## config.mk

```make
export PLATFORM = sky130hd
export DESIGN_NAME = decoder_3x8_arbiter
export DESIGN_NICKNAME = d
export VERILOG_FILES = /design/src/rtl/decoder_3x8_arbiter.sv
export SDC_FILE = /design/constraint.sdc
export NUM_CORES = 1
export LEC_CHECK = 0
export ABC_AREA = 1
export CORE_MARGIN = 2
export CORE_UTILIZATION = 25
export CTS_BUF_LIST = sky130_fd_sc_hd__clkbuf_8
export CTS_CLUSTER_DIAMETER = 100
export DETAILED_ROUTE_END_ITERATION = 16
export GPL_ROUTABILITY_DRIVEN = 0
export PLACE_DENSITY = 0.5
export REMOVE_ABC_BUFFERS = 1
export SYNTH_ARGS = -nofsm -noshare
export SYNTH_HDL_FRONTEND = slang
export SYNTH_SLANG_ARGS = --single-unit
```

## constraint.sdc

```tcl
create_clock -name CLK -period 2.8 [get_ports CLK]
set_input_delay 0.56 -clock CLK [delete_from_list [all_inputs] [get_ports CLK]]
set_output_delay 0.56 -clock CLK [all_outputs]
set_load 0.01 [all_outputs]
```

## src/rtl/decoder_3x8_arbiter.sv

```systemverilog
// ----------------------------------------------------------------------------
// decoder_3x8_arbiter
//
// Round-robin arbiter that shares one 3-to-8 decoder between eight requesters.
// The winner's index is driven onto A/B/C (A = MSB) and EN is raised, so only
// the winner's decoder output goes high. A grant is held until the holder
// pulses DONE or drops its request, and every grant is followed by exactly one
// EN=0 cycle (GAP) so two grants never touch.
//
// Optional feature, macro DECODER_ARB_TIMEOUT_EN:
//   defined   - a grant is forcibly released after MAX_HOLD cycles and
//               TIMEOUT pulses for the following GAP cycle.
//   undefined - no hold counter; MAX_HOLD is unused; TIMEOUT is tied low.
// ----------------------------------------------------------------------------
module decoder_3x8_arbiter #(
  parameter int unsigned MAX_HOLD = 16    // legal range 1..255
) (
  input  logic       CLK,
  input  logic       RST_N,
  input  logic [7:0] REQ,
  input  logic       DONE,
  output logic       EN,
  output logic       A,
  output logic       B,
  output logic       C,
  output logic       BUSY,
  output logic       TIMEOUT
);

  typedef enum logic [1:0] {
    ST_IDLE  = 2'd0,
    ST_GRANT = 2'd1,
    ST_GAP   = 2'd2
  } state_t;

  state_t     state, state_nxt;
  logic [2:0] last, last_nxt;     // most recent winner; search starts after it
  logic [2:0] sel, sel_nxt;       // index currently driven on A/B/C
  logic       en_q, en_nxt;
  logic       busy_q, busy_nxt;
  logic [2:0] winner;
  logic       any_req;
  logic       release_req;

`ifdef DECODER_ARB_TIMEOUT_EN
  localparam logic [7:0] HOLD_LAST = 8'(MAX_HOLD - 1);

  logic [7:0] hold_cnt, hold_cnt_nxt;
  logic       timeout_q, timeout_nxt;
`endif

  // Round-robin pick: rotate the request vector so that bit 0 corresponds to
  // last+1, take the lowest set bit, and add the offset back (mod 8). If only
  // the previous winner is requesting it is found at offset 7 and wins again.
  function automatic logic [2:0] rr_pick(input logic [7:0] req,
                                         input logic [2:0] last_w);
    logic [15:0] dbl;
    logic [7:0]  rot;
    logic [2:0]  start;
    logic [2:0]  ofs;
    logic        found;
    start = last_w + 3'd1;
    dbl   = {req, req};
    rot   = dbl[start +: 8];
    ofs   = 3'd0;
    found = 1'b0;
    for (int k = 0; k < 8; k++) begin
      if (!found && rot[k]) begin
        ofs   = 3'(k);
        found = 1'b1;
      end
    end
    return start + ofs;
  endfunction

  assign winner      = rr_pick(REQ, last);
  assign any_req     = |REQ;
  assign release_req = DONE || !REQ[sel];

  // Next-state and next-output logic for the IDLE/GRANT/GAP controller.
  always_comb begin
    // NOTE: every variable written here gets a default first, so no path
    // leaves one unassigned and no latch is inferred.
    state_nxt = state;
    last_nxt  = last;
    sel_nxt   = sel;
`ifdef DECODER_ARB_TIMEOUT_EN
    hold_cnt_nxt = hold_cnt;
    timeout_nxt  = 1'b0;
`endif
    unique case (state)
      ST_IDLE, ST_GAP: begin
        // GAP differs from IDLE only in that it is always left after
        // one cycle; both start a fresh grant if anyone is asking.
        if (any_req) begin
          state_nxt = ST_GRANT;
          sel_nxt   = winner;
          last_nxt  = winner;
`ifdef DECODER_ARB_TIMEOUT_EN
          hold_cnt_nxt = 8'd0;
`endif
        end else begin
          state_nxt = ST_IDLE;
        end
      end
      ST_GRANT: begin
        // A/B/C stay frozen; only the holder's request and DONE matter.
        if (release_req) begin
          state_nxt = ST_GAP;
        end
`ifdef DECODER_ARB_TIMEOUT_EN
        else if (hold_cnt == HOLD_LAST) begin
          state_nxt   = ST_GAP;
          timeout_nxt = 1'b1;
        end else begin
          hold_cnt_nxt = hold_cnt + 8'd1;
        end
`endif
      end
      default: begin
        state_nxt = ST_IDLE;
      end
    endcase

    en_nxt   = (state_nxt == ST_GRANT);
    busy_nxt = (state_nxt != ST_IDLE);
  end

  // State register and registered outputs; reset drops EN without a clock.
  always_ff @(posedge CLK or negedge RST_N) begin
    if (!RST_N) begin
      state  <= ST_IDLE;
      last   <= 3'd7;
      sel    <= 3'd0;
      en_q   <= 1'b0;
      busy_q <= 1'b0;
    end else begin
      // NOTE: sequential state uses non-blocking assignments so every
      // register samples pre-edge values regardless of statement order.
      state  <= state_nxt;
      last   <= last_nxt;
      sel    <= sel_nxt;
      en_q   <= en_nxt;
      busy_q <= busy_nxt;
    end
  end

`ifdef DECODER_ARB_TIMEOUT_EN
  // Hold counter and the one-cycle TIMEOUT pulse for a forced release.
  always_ff @(posedge CLK or negedge RST_N) begin
    if (!RST_N) begin
      hold_cnt  <= 8'd0;
      timeout_q <= 1'b0;
    end else begin
      hold_cnt  <= hold_cnt_nxt;
      timeout_q <= timeout_nxt;
    end
  end

  assign TIMEOUT = timeout_q;
`else
  assign TIMEOUT = 1'b0;
`endif

  assign EN   = en_q;
  assign A    = sel[2];
  assign B    = sel[1];
  assign C    = sel[0];
  assign BUSY = busy_q;

endmodule

```

==> impl_metrics.yaml <==
outcome:
  outcome: "finished with violations"
  violations: "negative setup slack"
routing:
  via_per_inst: 4.53
  vias: 1092
  wl_per_cell_um: 11.9
  first_pass_iters: 4
  dr.first_iter.drc_count: 58
  drcViolationCount: 0
  totalWireLength_mm: 2.86
  ant_nets: 0
grt:
  grt_use_met3_pct: 0.987
  track_usage_pct: 13.6
  antenna_found_initial: 0
  grt_pass1_wl_mm: 4.82
  grt.busiest_layer: "met2"
  grt_pass1_vias: 1035
  grt_max_degree: 11
  grt_use_met1_pct: 19.4
  grt_overflow_total: 0
  gr-usage-met2_pct: 21.5
yosys:
  syn_inst: 154
  syn_area_um2: 1040
  yosysTopAreaCell: "nand2_1"
  ys.warnings.count: 0
  yosysSeqAreaShare_pct: 24.5
  synthTopCellsByArea: "nand2_1 17%, dfrtp_1 17%, nand3_1 10%, nand3_2 8.7%, nand2_2 7.8%"
  avgSynthCellArea_um2: 6.74
  ys_ff_latch: 10
  ys_types: 28
  synth.top_cell.area_share_pct: 17.0
critical_path:
  cp.arrival_ns: 2.93
  start_kind: "register"
  worstSetupEndpointType: "register"
  worstReg2RegEnd: "sel[2]"
  crit_type: "register to register"
  crit_fanout: 4
  ff2ff_path_depth: 18
  critical_path_required_ns: 2.92
  ff2ff_setup_slack_ns: -0.01
  r2r-start: "last[0]"
clock_tree:
  cts_buffers: 3
  cts_tree: "done"
  clock_latency_ns: 0.23
  h-tree-depth: 1
  cts_buffer_depth: 2
  path_clk_slew_ns: 0.05
  numClockSinks: 10
  cts_root_buf: "clkbuf_8"
  hold_buffers: 0
floorplan:
  core.rowCount: 23
  die_h_um: 68.5
  fp.dieArea_um2: 4690
  initial_utilization_pct: 26.0
  core_um2: 4000
  dieWidth_um: 68.5
  pin_count: 17
layout:
  final_cell_mix: "40 x nand2_1, 20 x nand2_2, 17 x nand3_2, 17 x buf_4, 14 x inv_1"
  num-nets-final: 206
  syn_to_final_growth_pct: 48.8
  layout_commonest_cell: "nand2_1"
  finalNonFillerCells: 241
  utilization_pct: 38.6
  drive_above_1_share_pct: 42.4
  diodes: 0
timing:
  fmax_mhz: 356
  finalClockSkew_ns: 0.00290
  post-route-period-util_pct: 100
  setup_violations: 1
  hold_viol: 0
  grt_setup_unrepaired: "yes"
  finalWorstSetupSlack_ns: -0.0114
  tns_ns: -0.0114
  drv_slew: 0
  period_minus_slack_ns: 2.81
place:
  dpl.cell_count: 232
  dpl.hpwl_mm: 2.20
  portBuffers: 15
worst_hold_path:
  min_path_type: "register to register"
  min_from: "last[2]"
  whs_endpoint: "last[2]"
  hold-path-cell-count: 2
flow_run:
  drv_cap: 0
cell usage after synthesis (all sizes together):
master / n
fa: 1
a31oi: 1
a311o: 1
xnor2: 1
o31ai: 1
o21ai: 9
conb: 1
nor2: 4
ha: 2
nand2: 61
nor4: 1
a21oi: 5
dfstp: 3
inv: 20
nand3: 30
dfrtp: 7
o2111ai: 1
buf: 3
nand4: 1
or2: 1
routing by layer:
layer	wire [um]	part of all wire (%)
met2	1390	49
met4	19	0.67
met3	49	1.7
met5	0	0
met1	1390	49
stage by stage:
step                      hold slack [ns]  cell area, um2  setup WS, ns
final                               0.480            1550       -0.0114
after global routing                0.510            1550        -0.188
after CTS                           0.492            1440       0.00873
after detailed placement            0.466            1340        -0.330
after global placement              0.467            1340        -0.285
after floorplan                     0.264            1010        -0.108
critical path, cell delays in order, from the launching register on:
cell and delay, ns:
dfstp_2 0.56, ha_4 0.24, clkinvlp_4 0.13, nand3_2 0.08, nand2_1 0.07, nand2_1 0.06
nand2_2 0.08, nand2_2 0.07, nor2_4 0.17, buf_6 0.12, nand3_2 0.06, a21oi_2 0.11
a31oi_1 0.07, fa_2 0.43, xnor2_2 0.15, inv_1 0.06, nand3_2 0.07, nand3_2 0.11
nand2_2 0.05
repair_timing:
action,in CTS,in global routing
gates resized for setup,15,23
setup endpoints to repair,4,4
pin swaps,7,16
gates cloned,1,0
setup buffers,2,2
how the worst max path moves through the flow:
stage | start | to
5_1_grt | last[0] | sel[2]
6_report | last[0] | sel[2]
3_3_place_gp | REQ[7] | sel[2]
3_5_place_dp | REQ[7] | sel[2]
4_1_cts | last[1] | sel[2]
2_1_floorplan | last[0] | sel[2]
sequential cells by signal (all words and copies together), names as in the netlist:
signal and count:
BUSY 1, EN 1, last 3, sel 3, state 2
cells by family after synthesis:
family	count (synthesis)	synth area share (%)
xor+xnor	1	0.844
other cells	1	0.361
fa+ha+maj	3	4.34
simple gates	98	49.3
buf+inv	23	10.8
compound gates	18	9.88
flops	10	24.5
final cells by class:
| type | count | area (um2) |
|---|---|---|
| sequential | 10 | 254 |
| timing repair buffer | 35 | 305 |
| inverter | 20 | 85.1 |
| clock buffer | 4 | 55.1 |
| timing repair inverter | 1 | 7.51 |
| fill | 429 | 2450 |
| tap | 50 | 62.6 |
| multi-input combinational | 121 | 776 |
Power is not shown: default switching activity piles up to over one toggle a cycle in this logic, so the estimate is an artifact.
